<file path="src/rtl/ita_gelu_ctrl.sv">
// ita_gelu_ctrl: frame sequencer for the two-stage ITAGelu datapath.
// Issues activations into the free-running datapath under a credit rule.
// Tracks the two pipeline stages with valid/last tags.
// Captures results into a small output FIFO, so downstream stalls never
// stall the datapath.
module ita_gelu_ctrl #(
   parameter int unsigned FIFO_DEPTH = 4,
   parameter int unsigned LEN_W      = 16
) (
   input  logic             io_clk,
   input  logic             io_rst,
   input  logic             io_start_i,
   input  logic [LEN_W-1:0] io_len_i,
   output logic             io_busy_o,
   output logic             io_done_o,
   input  logic             io_cfg_we_i,
   input  logic [15:0]      io_cfg_b_i,
   input  logic [15:0]      io_cfg_c_i,
   output logic             io_cfg_err_o,
   input  logic             io_in_valid_i,
   output logic             io_in_ready_o,
   input  logic [7:0]       io_in_data_i,
   output logic             io_out_valid_o,
   input  logic             io_out_ready_i,
   output logic [25:0]      io_out_data_o,
   output logic             io_out_last_o,
   output logic [7:0]       io_gelu_data_o,
   output logic [15:0]      io_gelu_b_o,
   output logic [15:0]      io_gelu_c_o,
   output logic             io_gelu_calc_en_o,
   output logic             io_gelu_calc_en_q_o,
   input  logic [25:0]      io_gelu_data_i
);

   localparam int unsigned     CNT_W    = $clog2(FIFO_DEPTH + 1);
   localparam int unsigned     PTR_W    = $clog2(FIFO_DEPTH);
   localparam logic [CNT_W:0]  OCC_MAX  = (CNT_W + 1)'(FIFO_DEPTH);
   localparam logic [CNT_W-1:0] CNT_FULL = CNT_W'(FIFO_DEPTH);
   localparam logic [PTR_W-1:0] PTR_LAST = PTR_W'(FIFO_DEPTH - 1);

   typedef enum logic [1:0] {
      ST_IDLE  = 2'd0,
      ST_RUN   = 2'd1,
      ST_DRAIN = 2'd2
   } state_e;

   state_e           state_q, state_d;
   logic [LEN_W-1:0] rem_q, rem_d;
   logic             s1_v_q, s1_v_d, s2_v_q, s2_v_d;
   logic             l1_q, l1_d, l2_q, l2_d;
   logic [CNT_W-1:0] fifo_cnt_q, fifo_cnt_d;
   logic [PTR_W-1:0] head_q, head_d, tail_q, tail_d;
   logic [15:0]      b_q, b_d, c_q, c_d;
   logic             cfg_err_q, cfg_err_d;
   logic [26:0]      mem_q [FIFO_DEPTH];

   logic [CNT_W:0]   occ;
   logic             credit, issue, rem_is_one, fifo_empty, drain_done;
   logic             push, pop;

   // Occupancy counts stored plus in-flight results; a same-cycle pop is not credited.
   assign occ        = (CNT_W + 1)'(fifo_cnt_q) + (CNT_W + 1)'(s1_v_q) + (CNT_W + 1)'(s2_v_q);
   assign credit     = occ < OCC_MAX;
   assign issue      = (state_q == ST_RUN) && io_in_valid_i && credit;
   assign rem_is_one = rem_q == LEN_W'(1);
   assign fifo_empty = fifo_cnt_q == '0;
   assign drain_done = (state_q == ST_DRAIN) && !s1_v_q && !s2_v_q && fifo_empty;
   assign push       = s2_v_q;
   assign pop        = !fifo_empty && io_out_ready_i;

   // Frame FSM, remaining-element counter and pipeline tag next state
   always_comb begin
      // NOTE: every signal gets a default first so no path leaves it unassigned (no latch).
      state_d = state_q;
      rem_d   = rem_q;
      case (state_q)
         ST_IDLE: begin
            if (io_start_i) begin
               if (io_len_i != '0) begin
                  state_d = ST_RUN;
                  rem_d   = io_len_i;
               end else begin
                  state_d = ST_DRAIN;
               end
            end
         end
         ST_RUN: begin
            if (issue) begin
               rem_d = rem_q - LEN_W'(1);
               if (rem_is_one) state_d = ST_DRAIN;
            end
         end
         ST_DRAIN: begin
            if (drain_done) state_d = ST_IDLE;
         end
         default: state_d = ST_IDLE;
      endcase
      s1_v_d = issue;
      l1_d   = issue && rem_is_one;
      s2_v_d = s1_v_q;
      l2_d   = l1_q;
   end

   // Output FIFO pointer and occupancy next state
   always_comb begin
      fifo_cnt_d = fifo_cnt_q;
      head_d     = head_q;
      tail_d     = tail_q;
      if (push) tail_d = (tail_q == PTR_LAST) ? '0 : tail_q + PTR_W'(1);
      if (pop)  head_d = (head_q == PTR_LAST) ? '0 : head_q + PTR_W'(1);
      case ({push, pop})
         2'b10:   fifo_cnt_d = fifo_cnt_q + CNT_W'(1);
         2'b01:   fifo_cnt_d = fifo_cnt_q - CNT_W'(1);
         default: fifo_cnt_d = fifo_cnt_q;
      endcase
   end

   // Constant registers load only in IDLE; a write anywhere else is flagged
   always_comb begin
      b_d       = b_q;
      c_d       = c_q;
      cfg_err_d = 1'b0;
      if (io_cfg_we_i) begin
         if (state_q == ST_IDLE) begin
            b_d = io_cfg_b_i;
            c_d = io_cfg_c_i;
         end else begin
            cfg_err_d = 1'b1;
         end
      end
   end

   // Control state registers with synchronous reset
   always_ff @(posedge io_clk) begin
      // NOTE: sequential state uses non-blocking assignments so every flop samples pre-edge values.
      if (io_rst) begin
         state_q    <= ST_IDLE;
         rem_q      <= '0;
         s1_v_q     <= 1'b0;
         s2_v_q     <= 1'b0;
         l1_q       <= 1'b0;
         l2_q       <= 1'b0;
         fifo_cnt_q <= '0;
         head_q     <= '0;
         tail_q     <= '0;
         b_q        <= '0;
         c_q        <= '0;
         cfg_err_q  <= 1'b0;
      end else begin
         state_q    <= state_d;
         rem_q      <= rem_d;
         s1_v_q     <= s1_v_d;
         s2_v_q     <= s2_v_d;
         l1_q       <= l1_d;
         l2_q       <= l2_d;
         fifo_cnt_q <= fifo_cnt_d;
         head_q     <= head_d;
         tail_q     <= tail_d;
         b_q        <= b_d;
         c_q        <= c_d;
         cfg_err_q  <= cfg_err_d;
      end
   end

   // FIFO storage captures {last, result} when the stage-2 tag is valid
   always_ff @(posedge io_clk) begin
      // NOTE: storage is not reset; stale entries are unreachable once the pointers and count clear.
      if (push) mem_q[tail_q] <= {l2_q, io_gelu_data_i};
   end

   // The credit rule must keep the FIFO from being pushed while full
   assert property (@(posedge io_clk) disable iff (io_rst) !(push && fifo_cnt_q == CNT_FULL));

   assign io_busy_o           = state_q != ST_IDLE;
   assign io_done_o           = drain_done;
   assign io_cfg_err_o        = cfg_err_q;
   assign io_in_ready_o       = (state_q == ST_RUN) && credit;
   assign io_out_valid_o      = !fifo_empty;
   assign io_out_data_o       = fifo_empty ? '0 : mem_q[head_q][25:0];
   assign io_out_last_o       = fifo_empty ? 1'b0 : mem_q[head_q][26];
   assign io_gelu_data_o      = io_in_data_i;
   assign io_gelu_b_o         = b_q;
   assign io_gelu_c_o         = c_q;
   assign io_gelu_calc_en_o   = issue;
   assign io_gelu_calc_en_q_o = s1_v_q;

endmodule

</file>
<file path="config.mk">
export PLATFORM = sky130hd
export DESIGN_NAME = ita_gelu_ctrl
export DESIGN_NICKNAME = d
export VERILOG_FILES = /design/src/rtl/ita_gelu_ctrl.sv
export SDC_FILE = /design/constraint.sdc
export NUM_CORES = 1
export LEC_CHECK = 0
export CORE_MARGIN = 1
export CORE_UTILIZATION = 37
export CTS_CLUSTER_SIZE = 8
export DETAILED_ROUTE_END_ITERATION = 8
export PLACE_DENSITY_LB_ADDON = 0.3
export SLEW_MARGIN = 25
export SYNTH_ARGS = -nofsm -noshare
export SYNTH_HDL_FRONTEND = slang
export SYNTH_SLANG_ARGS = --single-unit
</file>
<file path="constraint.sdc">
create_clock -name io_clk -period 4.3 [get_ports io_clk]
set_input_delay 0.645 -clock io_clk [delete_from_list [all_inputs] [get_ports io_clk]]
set_output_delay 0.645 -clock io_clk [all_outputs]
set_load 0.1 [all_outputs]
</file>
**Word level (Yosys, flattened, before mapping)**

Memory sizes are Yosys's and may differ from the RTL's. A register that Yosys moved wholly into a read port is not among the register bits.
Index checks and enable logic that the tools add are counted.

- Flip-flop bits (word level): 62
- Bits in writable memories: 108
- Output and inout port bits: 74
- Logic and storage cells: 75
- Memories: 1

- Add/subtract/negate cells: 7
- $lt $le $gt $ge: 1
- Eq/ne operators: 12
- Multiplexer cells: 20
- Bitwise gates (word level): 1
- Reductions and logical operators: 21

Memory list:

| memory | depth | width | rd ports | clocked after Yosys merged registers in | write ports | RTL line | source |
|---|---|---|---|---|---|---|---|
| mem_q | 4 | 27 | 1 | 1 | 1 | 55 | `logic [26:0] mem_q [FIFO_DEPTH];` |

Operator list:

| kind | count |
|---|---|
| 16-bit two-way mux | 3 |
| 16-bit one-hot mux with 2 select lines | 1 |
| 26-bit two-way mux | 1 |
| 2-bit two-way mux | 9 |
| 16-bit by 1-bit equality test with 1-bit output (second input constant) | 1 |
| 16-bit nonzero test | 1 |
| 16-bit by 1-bit subtractor with 16-bit output (second input constant) | 1 |
| 2-bit != test (second input constant) | 5 |
| 2-bit equality test (second input constant) | 4 |
| 1-bit logical AND | 8 |
| 4-bit AND reduction | 2 |
| 2-bit one-hot mux with 3 select lines | 1 |
| 3-bit one-hot mux with 2 select lines | 1 |
| 2-bit nonzero test | 3 |
| 2-bit by 1-bit adder with 2-bit output (second input constant) | 2 |
| 3-bit by 1-bit adder with 4-bit output | 1 |
| 4-bit by 1-bit adder with 4-bit output | 1 |
| 2-bit by 1-bit equality test with 1-bit output (second input constant) | 2 |
| 4-bit by 3-bit less-than comparator with 1-bit output (second input constant) | 1 |
| 1-bit two-way mux | 4 |
| 3-bit by 1-bit adder with 3-bit output (second input constant) | 1 |
| 1-bit zero test | 3 |
| 3-bit zero test | 1 |
| 3-bit by 1-bit subtractor with 3-bit output (second input constant) | 1 |
| other kinds (4) | 4 |

**Longest topological paths before layout**

Gate-level depths: netlist of the first run.

- Depth in word-level cells: 6
- Depth in mapped cells: 11
- Depth with buffers taken out: 10

**Worst setup path before layout of the first run**

OpenSTA, ideal clock, no wires.

- Kind: register to register
- From: register s1_v_q, in the netlist io_gelu_calc_en_q_o
- To: register state_q[0]
- Setup time: 130 ps
- Arrival time: 5150 ps
- Slack: -980 ps
- Cell stages (with the launch flop): 6
- Clock period less this slack: 5280 ps
- Cell sequence: dfxtp_1 -> a21o_1 -> a2111oi_1 -> nand4_1 -> a21oi_1 -> nor3_1

- Longest elaborated chain between the ends: 6

RTL lines:

| what | RTL line | source |
|---|---|---|
| start: declaration | 49 | `logic s1_v_q, s1_v_d, s2_v_q, s2_v_d;` |
| start signal: assignment | 152 | `s1_v_q <= s1_v_d;` |
| 3-bit by 1-bit adder with 4-bit output | 62 | `assign occ = (CNT_W + 1)'(fifo_cnt_q) + (CNT_W + 1)'(s1_v_q) + (CNT_W + 1)'(s2_v_q);` |
| 4-bit by 1-bit adder with 4-bit output | 62 |  |
| 4-bit by 3-bit less-than comparator with 1-bit output | 63 | `assign credit = occ < OCC_MAX;` |
| 1-bit logical AND | 64 | `assign issue = (state_q == ST_RUN) && io_in_valid_i && credit;` |
| net io_gelu_calc_en_o | 30 | `output logic io_gelu_calc_en_o,` |
| 2-bit != test (no source line) | n/a |  |
| 4-bit AND reduction (no source line) | n/a |  |
| end signal: assignment | 150 | `state_q <= state_d;` |
| end: declaration | 47 | `state_e state_q, state_d;` |

The timed path passes the listed nets, and every way through them passes these cells.
A chain may end at the register's enable or synchronous reset.

**Worst setup path after layout of the first run**

- From: register fifo_cnt_q[2]
- To: output io_done_o

- Longest elaborated chain between the ends: 2

RTL lines:

| what | RTL line | source |
|---|---|---|
| start: declaration | 51 | `logic [CNT_W-1:0] fifo_cnt_q, fifo_cnt_d;` |
| start signal: assignment | 156 | `fifo_cnt_q <= fifo_cnt_d;` |
| 3-bit zero test | 66 | `assign fifo_empty = fifo_cnt_q == '0;` |
| 1-bit logical AND | 67 | `assign drain_done = (state_q == ST_DRAIN) && !s1_v_q && !s2_v_q && fifo_empty;` |
| end: declaration | 15 | `output logic io_done_o,` |

No other way between the ends.

==> flow_summary.json, run 1 <==
{
  "status": "complete, no violations",
  "grt_pass1_vias": 4810,
  "grt_max_degree": 63,
  "p_switching_w": 0.00121,
  "synth_edf_count": 108,
  "reg2reg_depth": 11,
  "dieArea_sq_mm": 0.0196,
  "synth_area_sq_mm": 0.00706,
  "ant_nets": 0,
  "intPower_w": 0.00296,
  "period_share": 0.787,
  "synth-async-reset-ratio": 0,
  "p_leak_nw": 3.22,
  "synth_fa_ha_area_frac": 0.0188,
  "fin_setup_tns_ns": 0,
  "vias_per_cell": 5.07,
  "path_buf_inv": 1,
  "yosys.area_share.simple": 0.140,
  "route.detailed.drc": 0,
  "crit_path_max_fanout": 5,
  "die_h_microns": 140,
  "r2r-start": "fifo_cnt_q[2]$_SDFFE_PP0P_",
  "grt_usage": 0.160,
  "grt_pass1_wl_microns": 24000,
  "synth_compound_area_frac": 0.0739,
  "antenna_found_initial": 0,
  "syn-num-nets": 654,
  "crit_cells": 4,
  "postCtsSetupRepairBufs": 0,
  "dieWidth_microns": 140,
  "slew_viol_final": 0,
  "overflow": 0,
  "cp-start-kind": "register",
  "crit_path_end_kind": "primary output",
  "fmaxAchievable_ghz": 0.296,
  "dr.pass1.iters": 4,
  "holdBufCountCts": 0,
  "ys.flop_type": "edfxtp_1",
  "place_hpwl_microns": 9610,
  "ys_warn_count": 0,
  "ys_seq_area_frac": 0.641,
  "irDropWorstVdd_v": 0.000284,
  "portBuffers": 145,
  "crit_path_top_delay_cell": "clkdlybuf4s50_1",
  "wl_per_cell_microns": 16.2,
  "min_period_ns": 3.38,
  "hold_path.class": "register to register",
  "arrival_ns": 2.74,
  "htreeDepth": 4,
  "place_ws_ns": 1.39,
  "cp_slowest_stage_delay_ns": 1.18,
  "finClkSkew_ns": 0.00868,
  "holdPathStages": 1,
  "diodes": 0,
  "hold_path_startpoint": "l1_q$_SDFF_PP0_",
  "synthCells": 556,
  "n_fill_cell": 1637,
  "drive_above_1_share": 0.156,
  "clk_latency_ns": 0.42,
  "core_area_sq_mm": 0.0187,
  "fin_hold_ws_ns": 0.449,
  "row_count": 50,
  "power_density_mw_per_mm2": 452,
  "required_ns": 3.65,
  "avgSynthCellArea_sq_um": 12.7,
  "setup.worst_path.start": "fifo_cnt_q[2]$_SDFFE_PP0P_",
  "ios": 162,
  "synthMuxAreaShare": 0.0876,
  "finalHoldViolations": 0,
  "clock-sinks": 172,
  "vias": 4724,
  "rsz0062_at_grt": "no",
  "comb_power_share": 0.179,
  "criticalPathCategory": "register to primary output",
  "synth_cell_types": 47,
  "ys_seq_elements": 172,
  "start_util": 0.377,
  "tritoncts": "built",
  "cts_buffers": 17,
  "root_buffer": "clkbuf_16",
  "synth_top_family_by_area": "simple AND/OR/NAND/NOR gates",
  "switching_share": 0.290,
  "cts.path.max_buffers": 2,
  "clk_pin_slew_ns": 0.07,
  "setup_ws_ns": 0.918,
  "maxCapViolations": 0,
  "gp_congestion": 0.757,
  "clock_power_share": 0.379,
  "worst_pin_slew_ns": 1.02,
  "synth_top_area_frac": 0.460,
  "drt-total-wl_microns": 15100,
  "synth_area_leaders": "edfxtp_1 (46%), dfxtp_1 (18%), mux4_2 (8.6%)",
  "seqPwrFrac": 0.442,
  "worstPathCellList": "nor3_1 > nand2_1 > nor3b_1 > clkdlybuf4s50_1",
  "syn2layout_area_growth_pct": 30.6,
  "num-nets-final": 784,
  "synthXorXnorAreaFrac": 0.00372,
  "cts_resized": 0,
  "synth_top_area_cell": "edfxtp_1",
  "path_delay_family": "buffers and inverters",
  "slew_headroom": 0.319,
  "setup_violations": 0,
  "drtIter0Drc": 195
}
final timing paths:
| kind | end | slack [ns] |
|---|---|---|
| setup / recovery | io_done_o | 0.92 |
| hold / removal | l2_q$_SDFF_PP0_ | 0.45 |
| setup reg to reg | fifo_cnt_q[2]$_SDFFE_PP0P_ | 1.76 |
| hold reg to reg | l2_q$_SDFF_PP0_ | 0.45 |
per-stage QoR:
step	power, W	util	cell area, sq um	std cells
2_1_floorplan	0.00245	-	7070	556
3_3_place_gp	0.00261	0.460	8600	901
3_5_place_dp	0.00262	0.460	8600	901
4_1_cts	0.00421	0.492	9210	932
5_1_grt	0.00433	0.493	9210	932
6_report	0.00417	0.493	9210	932
state kept, by name (all words and copies together) (netlist names), named ones only:
register and cells:
rem_q 16, io_cfg_err_o 1, l1_q 1, io_gelu_calc_en_q_o 1, state_q 2, io_gelu_c_o 16
head_q 2, io_gelu_b_o 16, tail_q 2, fifo_cnt_q 3, l2_q 1, push 1
mem_q 108
cell families after synthesis:
| family | count (synthesis) |
|---|---|
| mux | 28 |
| fa+ha+maj | 10 |
| xor+xnor | 3 |
| simple gates | 194 |
| compound gates | 94 |
| flops | 172 |
| buf+inv | 55 |
routing by layer:
metal / wire, microns / global-route usage
met1: 6500 / 0.193
met2: 7260 / 0.267
met3: 1140 / 0.0506
met4: 227 / 0.0596
met5: 0 / 0
final cells by class:
cell class	count	area (sq um)	share of cell area
clock buffers	17	425	0.0462
clock inverters	14	184	0.0200
inverters	13	48.8	0.00530
multi-input cells	329	2300	0.249
flip-flops and latches	172	4530	0.491
well taps	234	293	0.0318
repair buffers	153	1440	0.156
cell usage in the layout, fill, tap and decap left out, types with 2 or more instances in the layout:
| cell | n |
|---|---|
| a21oi_1 | 61 |
| nand3b_1 | 2 |
| nor4_1 | 8 |
| and2_1 | 32 |
| mux4_2 | 27 |
| inv_6 | 3 |
| bufinv_16 | 3 |
| inv_1 | 13 |
| and4_1 | 2 |
| a31oi_1 | 4 |
| nand3_1 | 5 |
| nor3b_1 | 4 |
| nor2_1 | 23 |
| or2_2 | 3 |
| nand2b_1 | 2 |
| dfxtp_1 | 63 |
| nor3_1 | 11 |
| clkbuf_16 | 17 |
| buf_4 | 38 |
| a21o_1 | 7 |
| or2_0 | 2 |
| clkdlybuf4s50_1 | 115 |
| edfxtp_1 | 108 |
| o21ai_0 | 14 |
| ha_1 | 9 |
| a211o_1 | 2 |
| or3_1 | 2 |
| nor2b_1 | 5 |
| or4_1 | 2 |
| xor2_1 | 2 |
| clkinv_4 | 2 |
| nand2_1 | 81 |
| inv_8 | 3 |
power by group through the flow:
stage | Clock [W] | Sequential (W) | Combinational, W
floorplan | 0 | 0.00200 | 0.000442
global placement | 0 | 0.00187 | 0.000736
detailed placement | 0 | 0.00188 | 0.000746
CTS | 0.00162 | 0.00184 | 0.000749
global route | 0.00169 | 0.00185 | 0.000792
finish | 0.00158 | 0.00184 | 0.000747
cell usage after synthesis (3+ instances only):
cell / n
ha_1: 9
or2_2: 3
a21oi_1: 61
a21o_1: 7
inv_1: 13
nor2b_1: 5
nand2_1: 82
nor2_1: 23
and2_1: 33
nor4_1: 8
nor3_1: 11
nor3b_1: 4
nand3_1: 5
buf_2: 3
edfxtp_1: 108
mux4_2: 27
o21ai_0: 14
a31oi_1: 4
buf_4: 8
dfxtp_1: 64
clkbuf_1: 30
Power figures use the tool's default switching activity.
==> inputs of run 2 (changes only) <==
==> constraint.sdc (replaced) <==
create_clock -name io_clk -period 3 [get_ports io_clk]
set_input_delay 0.45 -clock io_clk [delete_from_list [all_inputs] [get_ports io_clk]]
set_output_delay 0.45 -clock io_clk [all_outputs]
set_load 0.1 [all_outputs]
==> flow_summary.json, run 2 (synthesized netlist as in run 1, its figures left out) <==
{
  "tritoncts": "built",
  "vias_per_cell": 5.13,
  "grt_usage": 0.163,
  "drtIter0Drc": 233,
  "cts_buffers": 17,
  "drt-total-wl_microns": 15500,
  "cts.path.max_buffers": 2,
  "largest-register": "mem_q",
  "seqPwrFrac": 0.444,
  "power_density_mw_per_mm2": 621,
  "met1_length_microns": 6620,
  "comb_power_share": 0.199,
  "route.detailed.drc": 0,
  "diodes": 0,
  "dieWidth_microns": 140,
  "slew_viol_final": 0,
  "p_switching_w": 0.00182,
  "postCtsSetupRepairBufs": 0,
  "switching_share": 0.307,
  "syn2layout_area_growth_pct": 34.8,
  "criticalPathCategory": "register to primary output",
  "portBuffers": 145,
  "p_total_w": 0.00591,
  "overflow": 0,
  "gp_congestion": 0.801,
  "clk_pin_slew_ns": 0.06,
  "cp-start-kind": "register",
  "grt_max_degree": 40,
  "num-nets-final": 787,
  "irDropWorstVdd_v": 0.000376,
  "crit_path_max_fanout": 8,
  "slew_headroom": 0.369,
  "finClkSkew_ns": 0.00980,
  "period_share": 0.861,
  "wl_met2_microns": 7840,
  "vias": 4805,
  "rsz0062_at_grt": "no",
  "setup_violations": 0,
  "dieArea_sq_mm": 0.0196,
  "finalHoldViolations": 0,
  "wl_per_cell_microns": 16.5,
  "die_h_microns": 140,
  "intPower_w": 0.00409,
  "clock-sinks": 172,
  "layout_commonest_cell": "edfxtp_1",
  "place_hpwl_microns": 10200,
  "setup_ws_ns": 0.418,
  "required_ns": 2.55,
  "antenna_found_initial": 0,
  "crit_path_top_delay_cell": "a2111oi_4",
  "wl_met3_microns": 929,
  "place_ws_ns": 0.551,
  "htreeDepth": 4,
  "fin_setup_tns_ns": 0,
  "hold_path.class": "register to register",
  "clock_power_share": 0.356,
  "ios": 162,
  "final_area_sq_mm": 0.00952,
  "core_area_sq_mm": 0.0187,
  "crit_path_end_kind": "primary output",
  "root_buffer": "clkbuf_16",
  "p_leak_nw": 3.37,
  "drive_above_1_share": 0.214,
  "largest_reg_flops": 108,
  "grt_pass1_wl_microns": 24700,
  "most-common-layout-cells": "edfxtp_1 (108), nand2_1 (81), clkdlybuf4s50_1 (78)",
  "row_count": 50,
  "worst_pin_slew_ns": 0.945,
  "status": "complete, no violations",
  "holdBufCountCts": 0,
  "worstPathCellList": "ha_1 > a21o_1 > a2111oi_4 > buf_12",
  "maxCapViolations": 0,
  "cp_slowest_stage_delay_ns": 0.53,
  "highest_layer": "met4",
  "cts_resized": 0,
  "grt_pass1_vias": 4924,
  "arrival_ns": 2.13,
  "clk_latency_ns": 0.43,
  "min_period_ns": 2.58,
  "fmaxAchievable_ghz": 0.387,
  "dr.pass1.iters": 5,
  "place_area_sq_mm": 0.00894,
  "start_util": 0.377,
  "ant_nets": 0
}
-- run 2: cell count changes in the layout (fill, tap and decap cells not counted), moves of 2 or more --
cell	before	now
clkdlybuf4s50_1	115	78
buf_12	0	31
buf_4	38	46
bufinv_16	3	0
clkinv_8	0	2
inv_6	3	5
-- run 2: cell type report --
| class | count | area, sq um |
|---|---|---|
| multi-input combinational | 329 | 2320 |
| sequential | 172 | 4530 |
| clock inverter | 14 | 145 |
| timing repair buffer | 156 | 1750 |
| fill | 1596 | 9190 |
| tap | 234 | 293 |
| clock buffer | 18 | 429 |
| inverter | 13 | 48.8 |
-- run 2: layer usage --
| layer | vias to the layer above | GRT usage |
|---|---|---|
| met2 | 165 | 0.277 |
| met1 | 2360 | 0.200 |
| met5 | - | 0 |
| met4 | 0 | 0.0509 |
| met3 | 9 | 0.0472 |
| li1 | 2271 | - |
-- run 2: metrics by stage --
stage	utilization	hold slack [ns]	std cells
2_1_floorplan	-	0.414	556
3_3_place_gp	0.478	0.444	904
3_5_place_dp	0.478	0.440	904
4_1_cts	0.509	0.455	936
5_1_grt	0.509	0.475	936
6_report	0.509	0.449	936
-- run 2: critical path: cells and delay by family, from the launching register on --
kind,cells,cell delay [ns]
buffers and inverters,1,0.24
DFF,1,0.45
AOI/OAI and AO/OA,2,0.75
adders and majority gates,1,0.28
-- run 2: final timing paths --
path	startpoint	end	slack (ns)	depth (start not counted)
max	push$_SDFF_PP0_	io_gelu_calc_en_o	0.42	4
min	l1_q$_SDFF_PP0_	l2_q$_SDFF_PP0_	0.45	1
max reg2reg	fifo_cnt_q[1]$_SDFFE_PP0P_	fifo_cnt_q[2]$_SDFFE_PP0P_	0.72	10
min reg2reg	l1_q$_SDFF_PP0_	l2_q$_SDFF_PP0_	0.45	1
-- run 2: power by group through the flow --
stage               Combinational [W]  Sequential [W]  Clock (W)
global route                  0.00124         0.00263    0.00227
detailed placement            0.00118         0.00268          0
finish                        0.00118         0.00262    0.00211
global placement              0.00116         0.00267          0
floorplan                    0.000637         0.00287          0
CTS                           0.00118         0.00262    0.00216
==> inputs of run 3 (changes only) <==
--- a/config.mk
+++ b/config.mk
@@ -5,12 +5,11 @@
 export SDC_FILE = /design/constraint.sdc
 export NUM_CORES = 1
 export LEC_CHECK = 0
-export CORE_MARGIN = 1
 export CORE_UTILIZATION = 37
 export CTS_CLUSTER_SIZE = 8
 export DETAILED_ROUTE_END_ITERATION = 8
 export PLACE_DENSITY_LB_ADDON = 0.3
-export SLEW_MARGIN = 25
+export SLEW_MARGIN = 20
 export SYNTH_ARGS = -nofsm -noshare
 export SYNTH_HDL_FRONTEND = slang
 export SYNTH_SLANG_ARGS = --single-unit
==> flow_summary.json, run 3 (synthesized netlist as in run 1, its figures left out) <==
{
  "fin_hold_ws_ns": 0.449,
  "postCtsSetupRepairBufs": 0,
  "required_ns": 2.55,
  "root_buffer": "clkbuf_16",
  "most-common-layout-cells": "edfxtp_1 (108), nand2_1 (82), clkdlybuf4s50_1 (78)",
  "crit_path_max_fanout": 8,
  "n_fill_cell": 1594,
  "setup_violations": 0,
  "status": "complete, no violations",
  "cp_slowest_stage_delay_ns": 0.54,
  "drt-total-wl_microns": 15500,
  "seq_area_sq_mm": 0.00453,
  "grt_pass1_vias": 4924,
  "period_share": 0.864,
  "worstPathCellList": "ha_1 > a21o_1 > a2111oi_4 > buf_12",
  "worst_pin_slew_ns": 1.03,
  "diodes": 0,
  "irDropWorstVdd_v": 0.000376,
  "portBuffers": 145,
  "start_util": 0.377,
  "ios": 162,
  "clk_latency_ns": 0.42,
  "finalHoldViolations": 0,
  "seqPwrFrac": 0.444,
  "cp-start-kind": "register",
  "cts_resized": 0,
  "vias": 4802,
  "route.detailed.drc": 0,
  "vias_per_cell": 5.13,
  "p_leak_nw": 3.37,
  "p_switching_w": 0.00182,
  "clk_pin_slew_ns": 0.06,
  "core_area_sq_mm": 0.0187,
  "comb_power_share": 0.199,
  "finClkSkew_ns": 0.00923,
  "clock_power_share": 0.357,
  "switching_share": 0.307,
  "rsz0062_at_grt": "no",
  "overflow": 0,
  "clock-sinks": 172,
  "criticalPathCategory": "register to primary output",
  "hold_path.class": "register to register",
  "intPower_w": 0.00409,
  "crit_path_end_kind": "primary output",
  "maxCapViolations": 0,
  "dieArea_sq_mm": 0.0196,
  "slew_viol_final": 0,
  "tritoncts": "built",
  "cts.path.max_buffers": 2,
  "largest_reg_flops": 108,
  "syn2layout_area_growth_pct": 34.8,
  "htreeDepth": 4,
  "fin_setup_tns_ns": 0,
  "grt_max_degree": 40,
  "power_density_mw_per_mm2": 621,
  "min_period_ns": 2.59,
  "fmaxAchievable_ghz": 0.386,
  "cts_buffers": 17,
  "ant_nets": 0,
  "crit_path_top_delay_cell": "a2111oi_4",
  "slew_headroom": 0.312,
  "die_h_microns": 140,
  "place_hpwl_microns": 10200,
  "multi_input_area_sq_mm": 0.00232,
  "wl_per_cell_microns": 16.6,
  "dr.pass1.iters": 4,
  "num-nets-final": 787,
  "antenna_found_initial": 0,
  "dieWidth_microns": 140,
  "holdBufCountCts": 0,
  "largest-register": "mem_q",
  "layout_commonest_cell": "edfxtp_1",
  "drtIter0Drc": 236,
  "row_count": 50,
  "drive_above_1_share": 0.212,
  "gp_congestion": 0.801,
  "grt_usage": 0.163,
  "arrival_ns": 2.14,
  "grt_pass1_wl_microns": 24700
}
## run 3: cell types whose count changed in the layout (fill, tap and decap cells not counted)
cell     change
nand2_2      -1
nand2_1      +1
## run 3: power groups by stage
stage	clock network, W	logic, W	registers, W
2_1_floorplan	0	0.000637	0.00287
3_3_place_gp	0	0.00116	0.00267
3_5_place_dp	0	0.00118	0.00268
4_1_cts	0.00216	0.00118	0.00262
5_1_grt	0.00227	0.00124	0.00263
6_report	0.00211	0.00118	0.00262
## run 3: critical path: cells and delay by family (launching register included)
family | cells | cell delay, ns
adder cells (fa/ha/maj) | 1 | 0.28
AO/OA/AOI/OAI | 2 | 0.76
buffers and inverters | 1 | 0.24
flip-flops | 1 | 0.45
## run 3: cell type report
cell class              instances  share of cell area
multi-input cells             329               0.244
well taps                     234              0.0308
flip-flops and latches        172               0.476
clock inverters                14              0.0153
repair buffers                156               0.184
inverters                      13             0.00513
clock buffers                  18              0.0451
## run 3: final timing paths
kind,from,end,slack (ns),depth (start not counted)
max,push$_SDFF_PP0_,io_gelu_calc_en_o,0.41,4
min,l1_q$_SDFF_PP0_,l2_q$_SDFF_PP0_,0.45,1
max reg2reg,fifo_cnt_q[1]$_SDFFE_PP0P_,fifo_cnt_q[2]$_SDFFE_PP0P_,0.72,10
min reg2reg,l1_q$_SDFF_PP0_,l2_q$_SDFF_PP0_,0.45,1
## run 3: layer usage
| metal | global-route usage | vias up | wire (microns) |
|---|---|---|---|
| li1 | - | 2271 | - |
| met1 | 0.200 | 2342 | 6500 |
| met2 | 0.277 | 180 | 7970 |
| met3 | 0.0472 | 9 | 960 |
| met4 | 0.0509 | 0 | 88 |
| met5 | 0 | - | 0 |
## run 3: stage by stage
step | instances | utilization | area, sq um | setup slack, ns | power, W
CTS | 936 | 0.509 | 9510 | 0.364 | 0.00597
floorplan | 556 | - | 7090 | 0.0816 | 0.00351
global route | 936 | 0.509 | 9510 | 0.299 | 0.00614
global placement | 904 | 0.478 | 8940 | 0.630 | 0.00383
finish | 936 | 0.509 | 9510 | 0.407 | 0.00591
detailed placement | 904 | 0.478 | 8940 | 0.551 | 0.00385
